### config.mk
export PLATFORM = sky130hd
export DESIGN_NAME = bus_arbiter
export DESIGN_NICKNAME = d
export VERILOG_FILES = /design/src/rtl/bus_arbiter.sv
export SDC_FILE = /design/constraint.sdc
export NUM_CORES = 1
export LEC_CHECK = 0
export CAP_MARGIN = 25
export CORE_AREA = 2 2 39 41
export CTS_CLUSTER_DIAMETER = 120
export DETAILED_ROUTE_END_ITERATION = 7
export DIE_AREA = 0 0 41 43
export PLACE_DENSITY_LB_ADDON = 0.05
export RECOVER_POWER = 50
export REMOVE_ABC_BUFFERS = 1
export SYNTH_ARGS = -nofsm -noshare
export SYNTH_HDL_FRONTEND = slang
export SYNTH_SLANG_ARGS = --single-unit
### constraint.sdc
create_clock -name clk -period 2.5 [get_ports clk]
set_input_delay 0.375 -clock clk [delete_from_list [all_inputs] [get_ports clk]]
set_output_delay 0.375 -clock clk [all_outputs]
set_load 0.1 [all_outputs]
### src/rtl/bus_arbiter.sv
// Round-robin bus arbiter for up to 4 masters with split-transaction resume.
// Define ARB_TIMEOUT_EN to revoke grants held longer than TIMEOUT cycles.
module bus_arbiter #(
  parameter int NUM_MASTERS = 2,
  parameter int NUM_SLAVES  = 3,
  parameter int TIMEOUT     = 255
) (
  input  logic                      clk,
  input  logic                      reset,
  input  logic [NUM_MASTERS-1:0]    m_req,
  input  logic [1:0]                response,
  input  logic [NUM_SLAVES-1:0]     slave_split_valid,
  input  logic [2*NUM_SLAVES-1:0]   slave_split_master,
  output logic [NUM_MASTERS-1:0]    m_grant,
  output logic [1:0]                granted_master,
  output logic                      grant_valid,
  output logic [NUM_MASTERS-1:0]    split_pending
);

  typedef enum logic [1:0] {
    IDLE,
    OWNED,
    RESUME
  } state_t;

  localparam logic [1:0] RSP_BUSY = 2'b01;
  localparam logic [1:0] RSP_DONE = 2'b11;

  state_t                 state_q, state_d;
  logic [NUM_MASTERS-1:0] grant_q, grant_d;
  logic [NUM_MASTERS-1:0] sp_q, sp_d;
  logic [1:0]             gm_q, gm_d;
  logic [1:0]             ptr_q, ptr_d;
  logic                   gv_q, gv_d;

  logic                   owner_req;
  logic                   busy;
  logic                   done;
  logic                   split_hit;
  logic [1:0]             split_id;
  logic                   rr_hit;
  logic [1:0]             rr_id;
  logic [NUM_MASTERS-1:0] elig;

`ifdef ARB_TIMEOUT_EN
  logic [7:0] cnt_q, cnt_d;
`else
  logic unused_timeout;
  assign unused_timeout = ^8'(TIMEOUT);
`endif

  function automatic logic [NUM_MASTERS-1:0] onehot(
    input logic [1:0] id
  );
    for (int i = 0; i < NUM_MASTERS; i++)
      onehot[i] = (id == 2'(i));
  endfunction

  // grant_q is one-hot on the owner, so it doubles as an owner mask
  assign owner_req = |(m_req & grant_q);
  assign busy      = (response == RSP_BUSY);
  assign done      = (response == RSP_DONE);
  assign elig      = m_req & ~sp_q;

  always_comb begin
    split_hit = 1'b0;
    split_id  = 2'd0;
    for (int k = 0; k < NUM_SLAVES; k++)
      for (int i = 0; i < NUM_MASTERS; i++)
        if (!split_hit && slave_split_valid[k] && sp_q[i] &&
            slave_split_master[2*k +: 2] == 2'(i)) begin
          split_hit = 1'b1;
          split_id  = 2'(i);
        end
  end

  always_comb begin
    rr_hit = 1'b0;
    rr_id  = 2'd0;
    for (int j = 0; j < NUM_MASTERS; j++)
      for (int i = 0; i < NUM_MASTERS; i++)
        if (!rr_hit && elig[i] &&
            ((int'(ptr_q) + j) % NUM_MASTERS) == i) begin
          rr_hit = 1'b1;
          rr_id  = 2'(i);
        end
  end

  always_comb begin
    state_d = state_q;
    grant_d = grant_q;
    sp_d    = sp_q;
    gm_d    = gm_q;
    ptr_d   = ptr_q;
    gv_d    = gv_q;
`ifdef ARB_TIMEOUT_EN
    cnt_d   = cnt_q;
`endif
    unique case (state_q)
      IDLE: begin
        grant_d = '0;
        gv_d    = 1'b0;
        if (split_hit) begin
          state_d = RESUME;
          grant_d = onehot(split_id);
          gm_d    = split_id;
          gv_d    = 1'b1;
`ifdef ARB_TIMEOUT_EN
          cnt_d   = 8'd0;
`endif
        end else if (rr_hit) begin
          state_d = OWNED;
          grant_d = onehot(rr_id);
          gm_d    = rr_id;
          gv_d    = 1'b1;
          ptr_d   = (rr_id == 2'(NUM_MASTERS-1)) ?
                    2'd0 : rr_id + 2'd1;
`ifdef ARB_TIMEOUT_EN
          cnt_d   = 8'd0;
`endif
        end
      end
      OWNED: begin
        if (busy) begin
          sp_d    = sp_q | grant_q;
          state_d = IDLE;
          grant_d = '0;
          gv_d    = 1'b0;
        end else if (!owner_req) begin
          state_d = IDLE;
          grant_d = '0;
          gv_d    = 1'b0;
`ifdef ARB_TIMEOUT_EN
        end else if (cnt_q + 8'd1 == 8'(TIMEOUT)) begin
          state_d = IDLE;
          grant_d = '0;
          gv_d    = 1'b0;
        end else begin
          cnt_d   = cnt_q + 8'd1;
`endif
        end
      end
      RESUME: begin
        if (done) begin
          sp_d    = sp_q & ~grant_q;
          state_d = IDLE;
          grant_d = '0;
          gv_d    = 1'b0;
        end else if (busy) begin
          state_d = IDLE;
          grant_d = '0;
          gv_d    = 1'b0;
        end
      end
      default: begin
        state_d = IDLE;
        grant_d = '0;
        gv_d    = 1'b0;
      end
    endcase
  end

  always_ff @(posedge clk or posedge reset) begin
    if (reset) begin
      state_q <= IDLE;
      grant_q <= '0;
      sp_q    <= '0;
      gm_q    <= 2'd0;
      ptr_q   <= 2'd0;
      gv_q    <= 1'b0;
`ifdef ARB_TIMEOUT_EN
      cnt_q   <= 8'd0;
`endif
    end else begin
      state_q <= state_d;
      grant_q <= grant_d;
      sp_q    <= sp_d;
      gm_q    <= gm_d;
      ptr_q   <= ptr_d;
      gv_q    <= gv_d;
`ifdef ARB_TIMEOUT_EN
      cnt_q   <= cnt_d;
`endif
    end
  end

  assign m_grant        = grant_q;
  assign granted_master = gm_q;
  assign grant_valid    = gv_q;
  assign split_pending  = sp_q;

endmodule

After elaboration in Yosys (flattened, before gate mapping) --
Index checks and enable logic that the tools add are counted.
Word-level totals: flip-flop bits (word level) 10, output and inout port bits 7, input bits 15, word-level logic and storage cells 120
Operators by class: muxes and demuxes 41, eq/ne operators 15, bitwise gates (word level) 8, reductions and logical operators 48, add/subtract/negate cells 2
Operators by type and width (count):
- 32-bit logical NOT | 2
- 2-bit two-way mux | 18
- 1-bit logical AND | 24
- 1-bit two-way mux | 19
- 2-bit by 1-bit == test with 1-bit output (second input constant) | 7
- 2-bit logical NOT | 6
- 2-bit case mux with 3 select lines | 2
- 3-bit inequality test (second input constant) | 3
- 3-bit AND reduction | 3
- 1-bit logical NOT | 8
- 2-bit AND | 3
- 2-bit == test (second input constant) | 3
- 2-bit inequality test (second input constant) | 2
- 2-bit inverter | 2
- 2-bit case mux with 2 select lines | 1
- 2-bit AND reduction | 2
- 2-bit nonzero test | 2
- 1-bit case mux with 3 select lines | 1
- 1-bit adder (second input constant) | 2
- 2-bit OR | 1
- 2-bit OR reduction | 1
- 1-bit AND (first input constant) | 1
- 1-bit inverter | 1

Logic depth before layout (Yosys ltp) --
Gate-level depths: netlist of the first run.
depth after elaboration 31, depth in mapped cells 5

Worst setup path after synthesis of the first run --
OpenSTA, ideal clock, no wires.
kind register -> register, from register with a tool-made name, to register gv_q (netlist: grant_valid), cell stages (with the launch flop) 5, path slack 369 ps, setup time 120 ps, data arrival time 2011 ps, required time 2380 ps, cells stage by stage dfrtp_1 mux2_4 a311o_1 o31a_1 a21o_1
RTL lines:
- end signal, assigned | line 180 | gv_q <= gv_d;
- end, declared | line 34 | logic gv_q, gv_d;

Final worst setup path of the first run --
from register grant_q[0] (netlist: m_grant[0]), to output port m_grant[0]
RTL lines:
- start, declared | line 30 | logic [NUM_MASTERS-1:0] grant_q, grant_d;
- start signal, assigned | line 176 | grant_q <= grant_d;
- end, declared | line 14 | output logic [NUM_MASTERS-1:0] m_grant,
No word-level cell between the ends.

==> results.cfg, run 1 <==
[clocking]
cts_resized = 0
cts_max_level = 1
cts.clk_slew.worst_paths_ps = 60
hold_buffers = 0
cts_root_buf = clkbuf_4
cts_tree = done
cts_buffer_depth = 2
cts_setup_buffers = 0
clock_latency_ps = 260
numCtsBuffers = 3
numClockSinks = 9

[global_route]
antenna_found_initial = 0
grt_max_degree = 10
overflow = 0
grt_pass1_wl_um = 2160
grt_pass1_vias = 511
track_usage_pct = 17.8

[setup_path]
critical_path.max_fanout = 5
arrival_ps = 1560
cpLargestDelayFamily = buffers and inverters
critical_path_buf_inv_count = 1
cp_cell_sequence = clkbuf_1
critical_path.max_stage_delay_ps = 880
critPathLaunchType = flop
worst-setup-path-type = reg -> out
cp.required_ps = 2120
end_kind = primary output
cp_slowest_cell = clkbuf_1

[finish]
drive_gt1_share_pct = 11.3
finish.net_count = 96
layout.cells.non_filler = 96
final_common_cell = clkdlybuf4s50_1
antenna_cells = 0
n_fill_cell = 133
areaGrowthSynthToFinish_pct = 36.8
layout_common_cells = clkdlybuf4s50_1, dfrtp_1

[timing]
drv_slew = 0
max_slew.worst_pin.slew_ps = 1160
maxSlewHeadroom_pct = 22.7
fmax_mhz = 517
rsz0062_at_grt = false
skew_ps = 5.25
timing.hold.ws_ps = 494
tns_ps = 0
finalSetupViolations = 0
period_share_pct = 77.4
hold_viol_final = 0
post-route-min-period_ps = 1940

[synth]
synthCells = 58
post-synth-top-area-cell = dfrtp_1
synth_seq_cells = 9
synthesis.area_sq_um = 568
ys_top_cells_by_area = dfrtp_1, nor4bb_1, nand4bb_4
synth_cell_type_count = 30
yosys_warnings = 0
ys_seq_area_share_pct = 39.6
syn_avg_cell_area_sq_um = 9.79
synth_top_area_share_pct = 39.6

[placed_design]
place_congestion = 0.773
post-place-cells = 92
port-buffer-count = 20
dp_hpwl_um = 1030

[pwr]
pwr-share-comb_pct = 58.9
power_density_nw_per_um2 = 1180
p_int_uw = 414
p_leak_nw = 0.338
peakVddDrop_mv = 0.795
swShare_pct = 55.0
seqPwrFrac_pct = 29.3
clkPwrFrac_pct = 11.8
p_switching_uw = 506

[route]
drtIter0Drc = 9
routedWlPerCell_um = 13.8
via_count = 536
drc = 0
ant_nets = 0
wirelength_um = 1330
dr.pass1.iters = 4
viasPerCell = 5.58

[floorplanning]
ios = 22
dieWidth_um = 41
start_util_pct = 41.0
fp.dieH_um = 43
fp-row-count = 14
die_area_sq_um = 1760
core_area_sq_um = 1380

[hold_path]
hold_path_class = reg -> reg

[run_status]
outcome = completed

[run]
drv_cap = 0
==> per-layer routing <==
metal	vias to the layer above	wire length [um]	GRT usage [%]
met5	-	0	0
met4	0	16	6.00
met3	4	89	4.71
met2	20	612	25.6
met1	247	606	25.3
li1	265	-	-
==> cell usage after synthesis, drive strengths merged <==
library cell	count
mux2i	1
o22ai	1
a21o	1
a21oi	4
a22oi	1
o32ai	1
nor2b	2
o21ba	1
nor3	2
nand4b	2
a211o	2
a211oi	1
dfrtp	9
inv	4
nand4bb	1
a32oi	1
nor2	3
o31ai	1
nor4bb	3
conb	1
mux2	1
o31a	1
a311o	1
clkbuf	1
nand2b	4
nand2	3
o21ai	2
buf	1
nand4	2
==> power groups by stage <==
| stage | combinational [mW] | sequential, mW | clock (mW) |
|---|---|---|---|
| 3_3_place_gp | 0.558 | 0.274 | 0 |
| 6_report | 0.542 | 0.269 | 0.109 |
| 3_5_place_dp | 0.561 | 0.273 | 0 |
| 2_1_floorplan | 0.187 | 0.513 | 0 |
| 4_1_cts | 0.563 | 0.270 | 0.112 |
| 5_1_grt | 0.567 | 0.281 | 0.120 |
==> final timing paths <==
kind / startpoint / end / cells after the start / slack (ps)
setup / recovery: m_grant[0] / m_grant[0] / 1 / 560
min in group asynchronous: reset / grant_valid / 2 / 500
hold / removal: grant_valid / grant_valid / 1 / 490
setup reg to reg: flop / grant_valid / 4 / 780
hold reg to reg: grant_valid / grant_valid / 1 / 490
max in group asynchronous: reset / asynchronous set/reset pin / 2 / 1750
==> cell type report <==
cell class / count / area, sq um / area share [%]
Clock buffer: 4 / 26.3 / 3.38
Inverter: 4 / 15.0 / 1.93
Multi-Input combinational cell: 43 / 317 / 40.7
Sequential cell: 9 / 225 / 29.0
Tap cell: 16 / 20.0 / 2.58
Timing Repair Buffer: 20 / 174 / 22.4
==> stage by stage <==
step           setup WS (ps)  utilization [%]  cell area (sq um)  power, mW
6_report                 565             56.1                777      0.920
3_3_place_gp             349             55.1                762      0.832
2_1_floorplan            369                -                557      0.700
4_1_cts                  590             57.0                788      0.946
3_5_place_dp             329             55.1                762      0.833
5_1_grt                  519             56.1                777      0.968
==> kinds of logic after synthesis <==
| kind of cell | after synthesis | synth area share, % |
|---|---|---|
| mux | 2 | 4.40 |
| compound gates | 18 | 22.9 |
| other cells | 1 | 0.660 |
| simple gates | 22 | 27.8 |
| flops | 9 | 39.6 |
| buf+inv | 6 | 4.62 |
Note: power is estimated with default switching activity, not from simulation.
==> run 2: changes to the inputs <==
--- a/config.mk
+++ b/config.mk
@@ -6,10 +6,10 @@
 export NUM_CORES = 1
 export LEC_CHECK = 0
 export CAP_MARGIN = 25
-export CORE_AREA = 2 2 39 41
+export CORE_MARGIN = 2
+export CORE_UTILIZATION = 41
 export CTS_CLUSTER_DIAMETER = 120
 export DETAILED_ROUTE_END_ITERATION = 7
-export DIE_AREA = 0 0 41 43
 export PLACE_DENSITY_LB_ADDON = 0.05
 export RECOVER_POWER = 50
 export REMOVE_ABC_BUFFERS = 1
==> constraint.sdc (replaced) <==
create_clock -name clk -period 1.9 [get_ports clk]
set_input_delay 0.285 -clock clk [delete_from_list [all_inputs] [get_ports clk]]
set_output_delay 0.285 -clock clk [all_outputs]
set_load 0.1 [all_outputs]
==> results.cfg, run 2 (synthesis results as in run 1) <==
[floorplanning]
fp.dieH_um = 41.2
core_area_sq_um = 1300
dieWidth_um = 41.2
ios = 22
start_util_pct = 43.7
fp-row-count = 13
die_area_sq_um = 1700

[route]
routedWlPerCell_um = 14.7
wl_met2_um = 631
wirelength_um = 1420
via_count = 535
dr.pass1.iters = 4
highest_layer = met4
drc = 0
met3WireLength_um = 121
ant_nets = 0
drtIter0Drc = 11
met1_length_um = 652
viasPerCell = 5.52

[placed_design]
dp_hpwl_um = 1100
placed_area_sq_um = 801
port-buffer-count = 20
place_congestion = 0.777

[pwr]
power.total_mw = 1.27
swShare_pct = 53.9
power_density_nw_per_um2 = 1550
peakVddDrop_mv = 1.06
seqPwrFrac_pct = 27.8
pwr-share-comb_pct = 60.7
p_leak_nw = 0.361
clkPwrFrac_pct = 11.6
p_int_uw = 586
p_switching_uw = 685

[finish]
multi_input_area_sq_um = 317
post-route-util_pct = 62.9
design_area_sq_um = 818
n_fill_cell = 123
finish.net_count = 98
drive_gt1_share_pct = 15.9
layout_common_cells = clkdlybuf4s50_1, dfrtp_1, a21oi_1, nand2b_1, inv_1
areaGrowthSynthToFinish_pct = 44.1
seqCellArea_sq_um = 225
final_common_cell = clkdlybuf4s50_1
antenna_cells = 0

[timing]
post-route-min-period_ps = 1790
timing.hold.ws_ps = 415
finalSetupViolations = 0
skew_ps = 4.42
fmax_mhz = 559
maxSlewHeadroom_pct = 64.0
max_slew.worst_pin.slew_ps = 542
period_share_pct = 94.2
rsz0062_at_grt = false
drv_slew = 0
tns_ps = 0
hold_viol_final = 0

[setup_path]
arrival_ps = 1940
worst-setup-path-type = in -> reg
cp_slowest_cell = clkdlybuf4s50_1
critPathLaunchType = primary input
cp.required_ps = 2060
cp_cell_sequence = clkdlybuf4s50_1, mux2_4, a311o_1, o31a_1, a21o_1
end_kind = flop
critical_path_buf_inv_count = 1
cpLargestDelayFamily = compound AO/OA/AOI/OAI gates
critical_path.max_fanout = 4
critical_path.max_stage_delay_ps = 500

[clocking]
cts_max_level = 1
cts_tree = done
numClockSinks = 9
clock_latency_ps = 260
cts_resized = 0
hold_buffers = 0
cts.clk_slew.worst_paths_ps = 60
cts_root_buf = clkbuf_4
numCtsBuffers = 3
cts_setup_buffers = 0
cts_buffer_depth = 2

[global_route]
track_usage_pct = 19.9
grt_pass1_vias = 498
grt_max_degree = 10
grt_pass1_wl_um = 2140
overflow = 0
antenna_found_initial = 0

[run_status]
outcome = completed

[hold_path]
hold_path_class = in -> async

[run]
drv_cap = 0
## run 2: worst paths after layout
kind	slack (ps)	start	end	depth (start not counted)
worst min register to register	500	grant_valid	grant_valid	1
worst max register to register	190	flop	granted_master[0]	5
max in group asynchronous	1230	reset	asynchronous set/reset pin	2
worst max-delay path	110	slave_split_master[4]	grant_valid	5
min in group clk	500	grant_valid	grant_valid	1
worst min-delay path	410	reset	m_grant[1]	2
## run 2: layout make-up
type,instances,area share (%)
inverter,4,1.83
clock buffer,4,3.21
timing repair buffer,22,26.5
multi-input combinational,43,38.7
tap,15,2.29
sequential,9,27.5
## run 2: metal layers
layer  up-vias  GRT usage [%]
met5         -              0
met4         0           6.45
met3         4           5.98
met2        24           30.5
met1       242           26.5
li1        265              -
## run 2: per-stage QoR
step                instances  setup slack (ps)
floorplan                  56              -231
global placement           93              -170
detailed placement         93              -160
CTS                        97               114
global route               97              91.5
finish                     97               110
## run 2: power groups by stage
stage,registers [mW],logic (mW),clock network [mW]
global route,0.366,0.809,0.168
CTS,0.351,0.790,0.154
global placement,0.351,0.783,0
detailed placement,0.356,0.787,0
finish,0.353,0.771,0.147
floorplan,0.674,0.246,0
